<file path="config.mk">
export PLATFORM = sky130hd
export DESIGN_NAME = multiword_spi_slave
export DESIGN_NICKNAME = d
export VERILOG_FILES = /design/src/rtl/multiword_spi_slave.sv
export SDC_FILE = /design/constraint.sdc
export NUM_CORES = 1
export LEC_CHECK = 0
export ABC_AREA = 1
export BUFFER_PORTS_ARGS = -buffer_cell sky130_fd_sc_hd__clkbuf_2
export CAP_MARGIN = 20
export CORE_ASPECT_RATIO = 0.5
export CORE_MARGIN = 1.5
export CORE_UTILIZATION = 23
export CTS_BUF_LIST = sky130_fd_sc_hd__clkbuf_4 sky130_fd_sc_hd__clkbuf_8
export CTS_CLUSTER_DIAMETER = 120
export DETAILED_ROUTE_END_ITERATION = 6
export PLACE_DENSITY = 0.35
export SLEW_MARGIN = 20
export SYNTH_ARGS = -nofsm -noshare
export SYNTH_HDL_FRONTEND = slang
export SYNTH_SLANG_ARGS = --single-unit
</file>
<file path="constraint.sdc">
create_clock -name system_clk -period 6.2 [get_ports system_clk]
set_input_delay 0.62 -clock system_clk [delete_from_list [all_inputs] [get_ports system_clk]]
set_output_delay 0.62 -clock system_clk [all_outputs]
set_load 0.005 [all_outputs]
</file>
<file path="src/rtl/multiword_spi_slave.sv">
// Oversampled SPI slave streaming WIDTH-bit words in both directions while CS stays asserted.
// Define MULTIWORD_SPI_SLAVE_WORDCOUNT_EN to add the word_count output.
module multiword_spi_slave #(
  parameter int WIDTH     = 32,
  parameter bit CPOL      = 1'b0,
  parameter bit CPHA      = 1'b0,
  parameter bit LSB_FIRST = 1'b0
) (
  input  logic             system_clk,
  input  logic             rst,
  input  logic             pin_ncs,
  input  logic             pin_clk,
  input  logic             pin_mosi,
  output logic             pin_miso,
  output logic             pin_miso_en,
  input  logic [WIDTH-1:0] tx_data,
  input  logic             tx_valid,
  output logic             tx_ready,
  output logic [WIDTH-1:0] rx_data,
  output logic             rx_valid,
  output logic             cs_start,
  output logic             cs_stop,
  output logic             underrun,
  output logic             aborted
`ifdef MULTIWORD_SPI_SLAVE_WORDCOUNT_EN
  ,
  output logic [15:0]      word_count
`endif
);

  localparam int CW = $clog2(WIDTH + 1);

  logic [2:0]       ncs_sync_q, ncs_sync_d, k_sync_q, k_sync_d, mosi_sync_q, mosi_sync_d;
  logic [1:0]       settle_q, settle_d;
  logic             cs_act_q, cs_act_d, skip_q, skip_d, pend_q, pend_d;
  logic [CW-1:0]    bit_cnt_q, bit_cnt_d;
  logic [WIDTH-1:0] tx_q, tx_d, rx_sh_q, rx_sh_d, rx_data_q, rx_data_d;
  logic             tx_ready_q, tx_ready_d, rx_valid_q, rx_valid_d;
  logic             cs_start_q, cs_start_d, cs_stop_q, cs_stop_d;
  logic             underrun_q, underrun_d, aborted_q, aborted_d;

  logic             k_rise, k_fall, sample_evt, shift_evt, start_evt, stop_evt, do_load;
  logic [WIDTH-1:0] rx_shifted, tx_shifted;

  assign k_rise     = k_sync_q[1] & ~k_sync_q[2];
  assign k_fall     = ~k_sync_q[1] & k_sync_q[2];
  assign sample_evt = CPHA ? k_fall : k_rise;
  assign shift_evt  = CPHA ? k_rise : k_fall;

  // The synchroniser is ignored until it has refilled from the pins after reset, so a CS
  // still held low through a reset never looks like a fresh assertion.
  assign start_evt  = (settle_q == 2'd3) & ncs_sync_q[2] & ~ncs_sync_q[1] & ~cs_act_q;
  assign stop_evt   = cs_act_q & ncs_sync_q[1];

  assign rx_shifted = LSB_FIRST ? {mosi_sync_q[2], rx_sh_q[WIDTH-1:1]}
                                : {rx_sh_q[WIDTH-2:0], mosi_sync_q[2]};
  assign tx_shifted = LSB_FIRST ? {1'b0, tx_q[WIDTH-1:1]} : {tx_q[WIDTH-2:0], 1'b0};

  always_comb begin
    ncs_sync_d  = {ncs_sync_q[1:0], pin_ncs};
    k_sync_d    = {k_sync_q[1:0], pin_clk ^ CPOL};
    mosi_sync_d = {mosi_sync_q[1:0], pin_mosi};
    settle_d    = (settle_q == 2'd3) ? settle_q : settle_q + 2'd1;
    cs_act_d    = cs_act_q;
    skip_d      = skip_q;
    pend_d      = pend_q;
    bit_cnt_d   = bit_cnt_q;
    tx_d        = tx_q;
    rx_sh_d     = rx_sh_q;
    rx_data_d   = rx_data_q;
    tx_ready_d  = 1'b0;
    rx_valid_d  = 1'b0;
    cs_start_d  = 1'b0;
    cs_stop_d   = 1'b0;
    underrun_d  = 1'b0;
    aborted_d   = 1'b0;
    do_load     = 1'b0;

    if (start_evt) begin
      cs_act_d   = 1'b1;
      cs_start_d = 1'b1;
      bit_cnt_d  = '0;
      pend_d     = 1'b0;
      skip_d     = CPHA;
      do_load    = 1'b1;
    end else if (cs_act_q) begin
      if (sample_evt) begin
        rx_sh_d = rx_shifted;
        if (bit_cnt_q == CW'(WIDTH - 1)) begin
          rx_data_d  = rx_shifted;
          rx_valid_d = 1'b1;
          bit_cnt_d  = '0;
          pend_d     = 1'b1;
        end else begin
          bit_cnt_d = bit_cnt_q + CW'(1);
        end
      end
      if (shift_evt) begin
        if (skip_q) begin
          skip_d = 1'b0;
        end else if (pend_q) begin
          pend_d  = 1'b0;
          do_load = 1'b1;
        end else begin
          tx_d = tx_shifted;
        end
      end
      // A final sample landing with the stop leaves bit_cnt_d at 0, so it is not an abort.
      if (stop_evt) begin
        cs_act_d  = 1'b0;
        cs_stop_d = 1'b1;
        aborted_d = (bit_cnt_d != '0);
        bit_cnt_d = '0;
        pend_d    = 1'b0;
        skip_d    = 1'b0;
      end
    end

    if (do_load) begin
      if (tx_valid) begin
        tx_d       = tx_data;
        tx_ready_d = 1'b1;
      end else begin
        tx_d       = '0;
        underrun_d = 1'b1;
      end
    end
  end

  always_ff @(posedge system_clk or posedge rst) begin
    if (rst) begin
      ncs_sync_q  <= 3'b111;
      k_sync_q    <= '0;
      mosi_sync_q <= '0;
      settle_q    <= '0;
      cs_act_q    <= 1'b0;
      skip_q      <= 1'b0;
      pend_q      <= 1'b0;
      bit_cnt_q   <= '0;
      tx_q        <= '0;
      rx_sh_q     <= '0;
      rx_data_q   <= '0;
      tx_ready_q  <= 1'b0;
      rx_valid_q  <= 1'b0;
      cs_start_q  <= 1'b0;
      cs_stop_q   <= 1'b0;
      underrun_q  <= 1'b0;
      aborted_q   <= 1'b0;
    end else begin
      ncs_sync_q  <= ncs_sync_d;
      k_sync_q    <= k_sync_d;
      mosi_sync_q <= mosi_sync_d;
      settle_q    <= settle_d;
      cs_act_q    <= cs_act_d;
      skip_q      <= skip_d;
      pend_q      <= pend_d;
      bit_cnt_q   <= bit_cnt_d;
      tx_q        <= tx_d;
      rx_sh_q     <= rx_sh_d;
      rx_data_q   <= rx_data_d;
      tx_ready_q  <= tx_ready_d;
      rx_valid_q  <= rx_valid_d;
      cs_start_q  <= cs_start_d;
      cs_stop_q   <= cs_stop_d;
      underrun_q  <= underrun_d;
      aborted_q   <= aborted_d;
    end
  end

  assign pin_miso    = LSB_FIRST ? tx_q[0] : tx_q[WIDTH-1];
  assign pin_miso_en = cs_act_q & ~pin_ncs;
  assign tx_ready    = tx_ready_q;
  assign rx_data     = rx_data_q;
  assign rx_valid    = rx_valid_q;
  assign cs_start    = cs_start_q;
  assign cs_stop     = cs_stop_q;
  assign underrun    = underrun_q;
  assign aborted     = aborted_q;

`ifdef MULTIWORD_SPI_SLAVE_WORDCOUNT_EN
  logic [15:0] word_count_q, word_count_d;

  always_comb begin
    word_count_d = word_count_q;
    if (start_evt) begin
      word_count_d = '0;
    end else if (rx_valid_d && (word_count_q != 16'hFFFF)) begin
      word_count_d = word_count_q + 16'd1;
    end
  end

  always_ff @(posedge system_clk or posedge rst) begin
    if (rst) begin
      word_count_q <= '0;
    end else begin
      word_count_q <= word_count_d;
    end
  end

  assign word_count = word_count_q;
`endif

endmodule
</file>
; Word level (Yosys, flattened, before mapping)
; Index checks and enable logic that the tools add are counted.
[word_totals]
register_bits = 121
out_inout_bits = 40
elab_cells = 95
input_bits = 38
[op_classes]
bitwise = 13
n_reduce_logical = 9
n_eq_ne = 5
n_addsub = 2
muxes = 49
[op_table]
columns = operator, n
row1 = two-way mux 32 bit, 7
row2 = two-way mux 6 bit, 7
row3 = two-way mux 1 bit, 35
row4 = AND 1 bit, 7
row5 = "adder 6 x 1 -> 6 bit, second input constant", 1
row6 = "== test 6 x 5 -> 1 bit, second input constant", 1
row7 = "!= test 2 x 1 -> 1 bit, second input constant", 3
row8 = NOT 1 bit, 6
row9 = nonzero test 2 bit, 3
row10 = nonzero test 6 bit, 1
row11 = AND reduction 5 bit, 1
row12 = AND reduction 4 bit, 1
row13 = AND reduction 3 bit, 1
row14 = nonzero test 3 bit, 1
row15 = "adder 2 x 1 -> 2 bit, second input constant", 1
row16 = "== test 2 bit, second input constant", 1
row17 = AND reduction 2 bit, 1

; Longest topological paths before layout
; Gate-level depths: netlist of run 1.
[depth]
ltp_word = 9
mapped_depth = 11
ltp_nobuf = 10

; Least setup slack after synthesis of run 1
; No wires, ideal clock.
[synth_timing]
path_kind = register to register
from = reg settle_q[0]
to = reg tx_q[10]
path_buffers = 1
synth_period_minus_slack_ps = 1394
setup_slack_ps = 4806
t_arrival_ps = 1278
path_stages_with_launch = 11
path_cell_list = dfrtp_1 > ha_1 > nand4_4 > nand2_2 > nand2_4 > inv_6 > buf_12 > nand2_2 > nand2_1 > nand2_1 > nand2_1
[synth_via]
elab_chain_len = 7
[synth_rtl]
columns = element, line
row1 = from (decl), 34  ; logic [1:0] settle_q, settle_d;
row2 = from (signal assigned), 153  ; settle_q <= settle_d;
row3 = == test 2 bit *, 52  ; assign start_evt = (settle_q == 2'd3) & ncs_sync_q[2] & ~ncs_sync_q[1] & ~cs_act_q;
row4 = AND 1 bit * (3 in series), 52
row5 = two-way mux 1 bit, 79  ; if (start_evt) begin
row6 = != test 2 x 1 -> 1 bit (no source line) or nonzero test 2 bit (tied branches), n/a
row7 = AND reduction 5 bit (no source line), n/a
row8 = to (signal assigned), 158  ; tx_q <= tx_d;
row9 = to (decl), 37  ; logic [WIDTH-1:0] tx_q, tx_d, rx_sh_q, rx_sh_d, rx_data_q, rx_data_d;
; Mark *: on every way between the ends. The rest lies on a longest branch, timed or not.
; A chain may end at the register's enable or synchronous reset.

; Worst setup path in the final report of run 1
[layout_timing]
from = reg k_sync_q[2]
to = reg rx_data_q[1] (netlist: rx_data[1])
[layout_via]
elab_chain_len = 3
[layout_rtl]
columns = element, line
row1 = from (decl), 33  ; logic [2:0] ncs_sync_q, ncs_sync_d, k_sync_q, k_sync_d, mosi_sync_q, mosi_sync_d;
row2 = from (signal assigned), 151  ; k_sync_q <= k_sync_d;
row3 = NOT 1 bit, 45  ; assign k_rise = k_sync_q[1] & ~k_sync_q[2];
row4 = AND 1 bit, 45
row5 = AND reduction 4 bit (no source line), n/a
row6 = to (signal assigned), 160  ; rx_data_q <= rx_data_d;
row7 = to (decl), 37
; Every way passes these cells.

==> metrics.txt, run 1 <==
# TYPE chip_impl_metric gauge
chip_impl_metric{name="drive_above_1_share",unit="%"} 22.5
chip_impl_metric{name="grt_max_degree",unit=""} 65
chip_impl_metric{name="wl_met1",unit="um"} 5940
chip_impl_metric{name="syn-instance-count",unit=""} 580
chip_impl_metric{name="tritoncts.num_buffers",unit=""} 17
chip_impl_metric{name="dr_wl_met3",unit="um"} 351
chip_impl_info{name="synth_top_flop_cell",value="sky130_fd_sc_hd__dfrtp_1"} 1
chip_impl_metric{name="via_to_cell_ratio",unit=""} 3.84
chip_impl_metric{name="yosys.cell_types.count",unit=""} 27
chip_impl_info{name="yosysTopAreaCell",value="sky130_fd_sc_hd__dfrtp_1"} 1
chip_impl_metric{name="design.portCount",unit=""} 78
chip_impl_info{name="rsz0062_at_grt",value="no"} 1
chip_impl_metric{name="buffer_ports.inserted",unit=""} 77
chip_impl_metric{name="drtPass1Iterations",unit=""} 4
chip_impl_info{name="clock_tree_root",value="sky130_fd_sc_hd__clkbuf_8"} 1
chip_impl_metric{name="synthesized_netlist_net_count",unit=""} 620
chip_impl_info{name="hold-path-endpoint",value="ncs_sync_q[0]"} 1
chip_impl_metric{name="crit_required",unit="ps"} 6540
chip_impl_metric{name="total_of_fill_cells_in_the_finished_design",unit=""} 2370
chip_impl_metric{name="cell_pwr_density",unit="nW/um2"} 293
chip_impl_metric{name="final_routed_wire_length_divided_by_cell_count",unit="um"} 11.9
chip_impl_metric{name="clkSlewWorstSetupHoldPaths",unit="ps"} 80
chip_impl_metric{name="layoutNonFillerInstCount",unit=""} 967
chip_impl_info{name="timing.setup.critical_path_class",value="reg -> reg"} 1
chip_impl_metric{name="timing.setup.tns",unit="ps"} 0
chip_impl_metric{name="htree_num_levels",unit=""} 4
chip_impl_info{name="r2r_start",value="k_sync_q[2]"} 1
chip_impl_metric{name="cts_setup_buffers",unit=""} 0
chip_impl_info{name="critical_path.top_delay_family",value="simple AND/OR/NAND/NOR gates"} 1
chip_impl_metric{name="yosysTopAreaCellShare",unit="%"} 57.3
chip_impl_metric{name="num_vias",unit=""} 3712
chip_impl_info{name="critPathCaptureType",value="flop"} 1
chip_impl_info{name="most_frequently_used_cell_type_in_the_post_synthesis_netlist",value="sky130_fd_sc_hd__nand2_1"} 1
chip_impl_info{name="outcome",value="complete, no violations"} 1
chip_impl_metric{name="ctsHoldBuffers",unit=""} 0
chip_impl_metric{name="multiInputGateArea",unit="um2"} 1720
chip_impl_metric{name="timing.hold.ws",unit="ps"} 281
chip_impl_metric{name="diodes",unit=""} 0
chip_impl_metric{name="proportion_of_register_bits_with_asynchronous_set_or_reset_after_synthesis",unit="%"} 100
chip_impl_metric{name="ff2ff_path_depth",unit=""} 5
chip_impl_metric{name="timing.final.ws_setup",unit="ps"} 3800
chip_impl_metric{name="coreArea",unit="um2"} 21700
chip_impl_info{name="synth.area.top_cells",value="sky130_fd_sc_hd__dfrtp_1 (57%), sky130_fd_sc_hd__nand2_1 (19%), sky130_fd_sc_hd__inv_1 (3.5%)"} 1
chip_impl_metric{name="antenna_violations_before_repair",unit=""} 0
chip_impl_metric{name="floorplan.rows",unit=""} 38
chip_impl_info{name="cpMaxStageDelayCell",value="sky130_fd_sc_hd__nand3_4"} 1
chip_impl_metric{name="max_cap_violations",unit=""} 0
chip_impl_metric{name="finish.net_count",unit=""} 694
chip_impl_metric{name="routed_wirelength",unit="um"} 11500
chip_impl_info{name="min-delay-path-class",value="in -> reg"} 1
chip_impl_info{name="synth_top_cells_by_count",value="sky130_fd_sc_hd__nand2_1 (259), sky130_fd_sc_hd__dfrtp_1 (117), sky130_fd_sc_hd__inv_1 (48)"} 1
chip_impl_metric{name="layout-area-overhead-vs-synth",unit="%"} 18.7
chip_impl_info{name="holdCritStartpoint",value="pin_ncs"} 1
chip_impl_metric{name="drc_errors",unit=""} 0
chip_impl_metric{name="timing.critical_path.fanout_max",unit=""} 64
chip_impl_metric{name="clock_tree.buffer_depth",unit=""} 2
chip_impl_info{name="tritoncts",value="done"} 1
chip_impl_metric{name="power.leakage",unit="nW"} 3.08
chip_impl_metric{name="slowest_delay",unit="ps"} 710
chip_impl_metric{name="initial_utilization",unit="%"} 23.5
chip_impl_metric{name="final-max-slew-violation-count",unit=""} 0
chip_impl_info{name="critical_path_source_type",value="flop"} 1
chip_impl_metric{name="gr-usage-all-layers",unit="%"} 11.0
chip_impl_metric{name="final_hold_viol_count",unit=""} 0
chip_impl_metric{name="chipHeight",unit="um"} 108
chip_impl_metric{name="fp.dieArea",unit="um2"} 23200
chip_impl_metric{name="globalRoute.totalOverflow",unit=""} 0
chip_impl_metric{name="vias_in_the_first_global_route",unit=""} 3785
chip_impl_metric{name="worstHoldPathCells",unit=""} 1
chip_impl_metric{name="post-route-period-util",unit="%"} 38.8
chip_impl_metric{name="r2r_slack",unit="ps"} 3800
chip_impl_metric{name="die_w",unit="um"} 214
chip_impl_metric{name="finClkSkew",unit="ps"} 10.2
chip_impl_metric{name="timing.final.crit_period",unit="ps"} 2400
chip_impl_info{name="critical_path_cell_by_cell",value="inv_2 > nand2_4 > nor2_8 > nand3_4 > o21ai_1"} 1
chip_impl_metric{name="synth-seq-cells",unit=""} 120
chip_impl_metric{name="drt_iter0_markers",unit=""} 135
chip_impl_info{name="topRoutingLayerUsed",value="met4"} 1
chip_impl_metric{name="slew-limit-headroom",unit="%"} 44.5
chip_impl_metric{name="met2_length",unit="um"} 5050
chip_impl_metric{name="place_inst",unit=""} 935
chip_impl_info{name="rr_endpoint",value="rx_data[1]"} 1
chip_impl_metric{name="antenna_violating_nets_post_route",unit=""} 0
chip_impl_metric{name="regArea",unit="um2"} 3010
chip_impl_metric{name="utilization",unit="%"} 27.9
chip_impl_metric{name="cts_resized",unit=""} 0
chip_impl_metric{name="report.final.setup_viol",unit=""} 0
chip_impl_metric{name="critPathArrivalTime",unit="ps"} 2750
chip_impl_metric{name="global_route_wire_length_before_repair",unit="um"} 19300
chip_impl_metric{name="cp_num_buf_inv",unit=""} 1
chip_impl_metric{name="clk-insertion-delay-late",unit="ps"} 430
chip_impl_metric{name="max_freq",unit="MHz"} 416
chip_impl_metric{name="preCtsSetupSlack",unit="ps"} 3750
chip_impl_metric{name="synthesis.area",unit="um2"} 5110
chip_impl_metric{name="synth-edff-count",unit=""} 0
chip_impl_metric{name="tightestPinTransition",unit="ps"} 832
chip_impl_metric{name="synth-warning-count",unit=""} 0
chip_impl_metric{name="clkSinkCount",unit=""} 120
chip_impl_metric{name="ys_seq_area_share",unit="%"} 58.9
chip_impl_metric{name="syn_avg_cell_area",unit="um2"} 8.80
chip_impl_metric{name="detailed_place_hpwl",unit="um"} 7010
chip_impl_metric{name="max-vdd-ir-drop",unit="mV"} 0.112
chip_impl_metric{name="finalWeightedCongestion",unit=""} 0.741
flip-flops by register name, indices dropped and copies added, names as in the netlist:
register,flops
aborted,1
bit_cnt_q,6
cs_act_q,1
cs_start,1
cs_stop,1
k_sync_q,3
mosi_sync_q,3
ncs_sync_q,3
pend_q,1
rx_data,32
rx_sh_q,31
rx_valid,1
settle_q,2
tx_q,32
tx_ready,1
underrun,1
placed cells by master (no fill, tap or decap), types with 4 or more instances in the layout:
cell	count
sky130_fd_sc_hd__nand3_1	11
sky130_fd_sc_hd__o21ai_1	31
sky130_fd_sc_hd__clkbuf_2	77
sky130_fd_sc_hd__o22ai_1	5
sky130_fd_sc_hd__nand2_2	20
sky130_fd_sc_hd__clkbuf_8	17
sky130_fd_sc_hd__o21ai_0	32
sky130_fd_sc_hd__inv_2	4
sky130_fd_sc_hd__clkbuf_4	5
sky130_fd_sc_hd__nand2_1	259
sky130_fd_sc_hd__nor2_1	10
sky130_fd_sc_hd__inv_1	47
sky130_fd_sc_hd__dfrtp_1	117
sky130_fd_sc_hd__clkinv_2	6
worst register-to-register path, cell delays in order (launching register included):
cell and delay [ps]:
sky130_fd_sc_hd__dfrtp_1 420, sky130_fd_sc_hd__inv_2 130, sky130_fd_sc_hd__nand2_4 90, sky130_fd_sc_hd__nor2_8 560, sky130_fd_sc_hd__nand3_4 720, sky130_fd_sc_hd__o21ai_1 390
metrics by stage:
step	cell area (um2)	power, W
after floorplan	5110	0.00107
after detailed placement	5710	0.00113
after CTS	6060	0.00181
final	6060	0.00177
after global placement	5710	0.00113
after global routing	6060	0.00190
logic make-up after synthesis:
family,Yosys count,share of synthesized area (%)
AOI/OAI and AO/OA,70,7.08
xor gates and xnor gates,1,0.172
adders and majority gates,2,0.490
buffers and inverters,77,7.47
DFF,120,58.9
muxes,1,0.221
and+or+nand+nor,309,25.7
power breakdown:
| group | switching, W | internal, W |
|---|---|---|
| Sequential | 0.0000411 | 0.000864 |
| Combinational | 0.000131 | 0.0000770 |
| Clock | 0.000327 | 0.000335 |
| Total | 0.000498 | 0.00128 |
cell type report:
type                    instances  share of cell area, %
clock buffers                  22                   4.48
clock inverters                10                   1.38
inverters                      53                   3.41
multi-input cells             383                   28.3
flip-flops and latches        120                   49.6
well taps                     300                   6.19
repair buffers                 79                   6.60
routing by layer:
| layer | vias to the layer above | GRT usage, % |
|---|---|---|
| met3 | 15 | 3.17 |
| met5 | - | 0 |
| met1 | 1717 | 14.7 |
| met2 | 42 | 16.6 |
| met4 | 0 | 4.78 |
| li1 | 1938 | - |
worst max-delay path by stage:
stage | startpoint | to | slack, ps | depth (start not counted)
after detailed placement | k_sync_q[2] | rx_data[30] | 3750 | 6
after CTS | k_sync_q[2] | rx_data[30] | 3730 | 6
after global routing | k_sync_q[2] | rx_data[27] | 3390 | 6
after global placement | k_sync_q[2] | rx_data[26] | 3800 | 5
after floorplan | rst | aborted | 2400 | 1
final | k_sync_q[2] | rx_data[1] | 3800 | 5
Note: power is estimated with default switching activity, not from simulation.
==> run 2, diff against run 1 <==
- ABC_AREA: 1 -> 0
- PLACE_DENSITY: 0.35 -> 0.37
- clock period: 6.2 -> 1.99 ns (I/O delays scaled with it)
==> metrics.txt, run 2 <==
# TYPE chip_impl_metric gauge
chip_impl_metric{name="routed_wirelength",unit="um"} 11100
chip_impl_metric{name="timing.final.crit_period",unit="ps"} 1760
chip_impl_metric{name="slew-limit-headroom",unit="%"} 52.4
chip_impl_metric{name="vias_in_the_first_global_route",unit=""} 3568
chip_impl_metric{name="via_to_cell_ratio",unit=""} 4.34
chip_impl_metric{name="layout-area-overhead-vs-synth",unit="%"} 24.7
chip_impl_metric{name="htree_num_levels",unit=""} 4
chip_impl_metric{name="finalWeightedCongestion",unit=""} 0.700
chip_impl_metric{name="cp_num_cells",unit=""} 6
chip_impl_metric{name="synthesis.area",unit="um2"} 4940
chip_impl_metric{name="cts_setup_buffers",unit=""} 0
chip_impl_metric{name="total_of_fill_cells_in_the_finished_design",unit=""} 2158
chip_impl_info{name="min-delay-path-class",value="in -> reg"} 1
chip_impl_metric{name="postLayoutCellArea",unit="um2"} 6160
chip_impl_metric{name="antenna_violations_before_repair",unit=""} 0
chip_impl_metric{name="report.final.setup_viol",unit=""} 0
chip_impl_metric{name="clkSlewWorstSetupHoldPaths",unit="ps"} 70
chip_impl_metric{name="yosys.cell_types.count",unit=""} 45
chip_impl_info{name="critical_path_source_type",value="flop"} 1
chip_impl_metric{name="syn-instance-count",unit=""} 404
chip_impl_metric{name="final_hold_viol_count",unit=""} 0
chip_impl_metric{name="synth-edff-count",unit=""} 0
chip_impl_metric{name="grt_max_degree",unit=""} 63
chip_impl_metric{name="diodes",unit=""} 0
chip_impl_metric{name="cp_num_buf_inv",unit=""} 1
chip_impl_metric{name="synthesized_netlist_net_count",unit=""} 444
chip_impl_metric{name="tritoncts.num_buffers",unit=""} 17
chip_impl_info{name="yosysTopAreaCell",value="sky130_fd_sc_hd__dfrtp_1"} 1
chip_impl_info{name="mostFrequentLayoutCell",value="sky130_fd_sc_hd__dfrtp_1"} 1
chip_impl_info{name="synth_top_flop_cell",value="sky130_fd_sc_hd__dfrtp_1"} 1
chip_impl_info{name="most_frequently_used_cell_type_in_the_post_synthesis_netlist",value="sky130_fd_sc_hd__dfrtp_1"} 1
chip_impl_metric{name="clkSinkCount",unit=""} 120
chip_impl_info{name="rr_endpoint",value="tx_q[3]"} 1
chip_impl_metric{name="max_cap_violations",unit=""} 0
chip_impl_metric{name="num_vias",unit=""} 3375
chip_impl_metric{name="synth-warning-count",unit=""} 0
chip_impl_metric{name="buffer_ports.inserted",unit=""} 77
chip_impl_info{name="clock_tree_root",value="sky130_fd_sc_hd__clkbuf_8"} 1
chip_impl_metric{name="final_routed_wire_length_divided_by_cell_count",unit="um"} 14.3
chip_impl_metric{name="globalRoute.totalOverflow",unit=""} 0
chip_impl_info{name="rsz0062_at_grt",value="no"} 1
chip_impl_metric{name="max_freq",unit="MHz"} 568
chip_impl_info{name="critical_path.top_delay_family",value="simple AND/OR/NAND/NOR gates"} 1
chip_impl_metric{name="multiInputGateArea",unit="um2"} 1760
chip_impl_metric{name="power.leakage",unit="nW"} 2.97
chip_impl_info{name="tritoncts",value="done"} 1
chip_impl_info{name="critical_path_cell_by_cell",value="ha_1 > and4bb_4 > or2_2 > buf_12 > nor2_1 > a31oi_1"} 1
chip_impl_metric{name="floorplan.rows",unit=""} 37
chip_impl_metric{name="r2r_slack",unit="ps"} 230
chip_impl_metric{name="critPathArrivalTime",unit="ps"} 2050
chip_impl_metric{name="max-vdd-ir-drop",unit="mV"} 0.342
chip_impl_metric{name="postPlaceCellArea",unit="um2"} 5710
chip_impl_metric{name="coreArea",unit="um2"} 20800
chip_impl_metric{name="crit_required",unit="ps"} 2280
chip_impl_info{name="outcome",value="complete, no violations"} 1
chip_impl_metric{name="timing.critical_path.fanout_max",unit=""} 62
chip_impl_metric{name="design.portCount",unit=""} 78
chip_impl_info{name="layout.cells.most_common_list",value="sky130_fd_sc_hd__dfrtp_1 (117), sky130_fd_sc_hd__clkbuf_2 (77), sky130_fd_sc_hd__mux2_2 (63), sky130_fd_sc_hd__nand2_1 (37)"} 1
chip_impl_info{name="timing.setup.critical_path_class",value="reg -> reg"} 1
chip_impl_metric{name="clk-insertion-delay-late",unit="ps"} 420
chip_impl_metric{name="post-route-period-util",unit="%"} 88.5
chip_impl_metric{name="finClkSkew",unit="ps"} 9.54
chip_impl_info{name="critPathCaptureType",value="flop"} 1
chip_impl_metric{name="die_w",unit="um"} 210
chip_impl_metric{name="antenna_violating_nets_post_route",unit=""} 0
chip_impl_info{name="cpMaxStageDelayCell",value="sky130_fd_sc_hd__dfrtp_1"} 1
chip_impl_metric{name="drt_iter0_markers",unit=""} 203
chip_impl_metric{name="regArea",unit="um2"} 3010
chip_impl_info{name="synth.area.top_cells",value="sky130_fd_sc_hd__dfrtp_1 (59%), sky130_fd_sc_hd__mux2_2 (14%), sky130_fd_sc_hd__a31oi_1 (4.0%)"} 1
chip_impl_info{name="crit_end",value="tx_q[3]"} 1
chip_impl_metric{name="gr-usage-all-layers",unit="%"} 10.8
chip_impl_metric{name="initial_utilization",unit="%"} 23.8
chip_impl_metric{name="detailed_place_hpwl",unit="um"} 7080
chip_impl_metric{name="finish.net_count",unit=""} 533
chip_impl_metric{name="syn_avg_cell_area",unit="um2"} 12.2
chip_impl_metric{name="drive_above_1_share",unit="%"} 39.6
chip_impl_metric{name="ys_seq_area_share",unit="%"} 60.8
chip_impl_metric{name="clock_tree.buffer_depth",unit=""} 2
chip_impl_metric{name="proportion_of_register_bits_with_asynchronous_set_or_reset_after_synthesis",unit="%"} 100
chip_impl_metric{name="global_route_wire_length_before_repair",unit="um"} 19000
chip_impl_metric{name="fp.dieArea",unit="um2"} 22400
chip_impl_metric{name="ff2ff_path_depth",unit=""} 6
chip_impl_metric{name="synth-seq-cells",unit=""} 120
chip_impl_metric{name="yosysTopAreaCellShare",unit="%"} 59.2
chip_impl_metric{name="timing.setup.tns",unit="ps"} 0
chip_impl_metric{name="drc_errors",unit=""} 0
chip_impl_metric{name="cell_pwr_density",unit="nW/um2"} 939
chip_impl_metric{name="tightestPinTransition",unit="ps"} 714
chip_impl_info{name="synth_top_cells_by_count",value="sky130_fd_sc_hd__dfrtp_1 (117), sky130_fd_sc_hd__mux2_2 (63), sky130_fd_sc_hd__nand2_1 (37)"} 1
chip_impl_metric{name="slowest_delay",unit="ps"} 400
chip_impl_info{name="r2r_start",value="settle_q[0]"} 1
chip_impl_metric{name="drtPass1Iterations",unit=""} 7
chip_impl_metric{name="chipHeight",unit="um"} 107
chip_impl_info{name="crit_path_start",value="settle_q[0]"} 1
chip_impl_metric{name="final-max-slew-violation-count",unit=""} 0
## run 2: cell count changes after synthesis, moves of 4 or more
cell,before,now
sky130_fd_sc_hd__nand2_2,20,1
sky130_fd_sc_hd__nand2_1,259,37
sky130_fd_sc_hd__mux2_2,1,63
sky130_fd_sc_hd__a31oi_1,1,32
sky130_fd_sc_hd__o21ai_0,32,7
sky130_fd_sc_hd__nor2_1,10,34
sky130_fd_sc_hd__inv_1,48,3
sky130_fd_sc_hd__o21ai_1,31,0
sky130_fd_sc_hd__nand3_1,11,34
sky130_fd_sc_hd__buf_4,0,6
sky130_fd_sc_hd__inv_2,4,0
## run 2: power by group
group / switching [W] / total (W) / internal, W / leakage (nW)
logic: 0.000357 / 0.000668 / 0.000311 / 1.24
clock network: 0.00100 / 0.00221 / 0.00120 / 0.199
registers: 0.000173 / 0.00291 / 0.00274 / 1.53
## run 2: worst min path at each step
stage,from,to,slack [ps],depth (start not counted)
after floorplan,pin_ncs,ncs_sync_q[0],200,0
after global placement,pin_ncs,ncs_sync_q[0],300,1
after detailed placement,pin_ncs,ncs_sync_q[0],300,1
after CTS,tx_data[30],tx_q[30],0.2,3
after global routing,tx_data[31],tx_q[31],4,3
final,tx_data[30],tx_q[30],40,3
## run 2: through the flow
step / hold slack, ps / power, W / instances / util, % / worst slack, ps
2_1_floorplan: 203 / 0.00341 / 404 / - / 236
3_3_place_gp: 300 / 0.00362 / 741 / 27.5 / 104
3_5_place_dp: 303 / 0.00363 / 741 / 27.5 / 74.9
4_1_cts: 0.230 / 0.00591 / 778 / 29.6 / 34.9
5_1_grt: 3.91 / 0.00617 / 778 / 29.6 / 54.5
6_report: 39.6 / 0.00579 / 778 / 29.6 / 229
## run 2: worst reg2reg max path, cell delays in order (launching register included)
cell and delay [ps]:
sky130_fd_sc_hd__dfrtp_1 400, sky130_fd_sc_hd__ha_1 260, sky130_fd_sc_hd__and4bb_4 250, sky130_fd_sc_hd__or2_2 330
sky130_fd_sc_hd__buf_12 200, sky130_fd_sc_hd__nor2_1 150, sky130_fd_sc_hd__a31oi_1 50
## run 2: layout make-up
type / instances / share of cell area [%]
clock buffer: 22 / 4.61
multi-input combinational: 252 / 28.6
inverter: 3 / 0.244
timing repair buffer: 99 / 10.6
tap: 273 / 5.54
clock inverter: 9 / 1.62
sequential: 120 / 48.8
## run 2: timing repair
| item | in CTS | in global routing |
|---|---|---|
| gates resized for setup | 0 | 1 |
| endpoints found under the setup margin | 0 | 32 |
| hold endpoints to repair | 22 | 0 |
| hold buffers | 6 | 0 |
## run 2: cell families (layout without fill, tap and decap cells)
group / count (synthesis) / in the layout / share of synthesized area [%]
adder cells (fa/ha/maj): 2 / 2 / 0.506
XOR/XNOR: 2 / 2 / 0.354
AND/OR/NAND/NOR: 126 / 126 / 12.1
buffers and inverters: 32 / 133 / 3.82
multiplexers: 65 / 65 / 14.8
flip-flops: 120 / 120 / 60.8
AO/OA/AOI/OAI: 57 / 57 / 7.62
## run 2: layer usage
metal  vias up  share of wire [%]  routed length [um]  global-route usage (%)
li1       1599                  -                   -                       -
met1      1707                 48                5400                    14.4
met2        60                 46                5170                    16.7
met3         9                3.8                 418                    3.16
met4         0                1.2                 138                    4.16
met5         -                  0                   0                       0
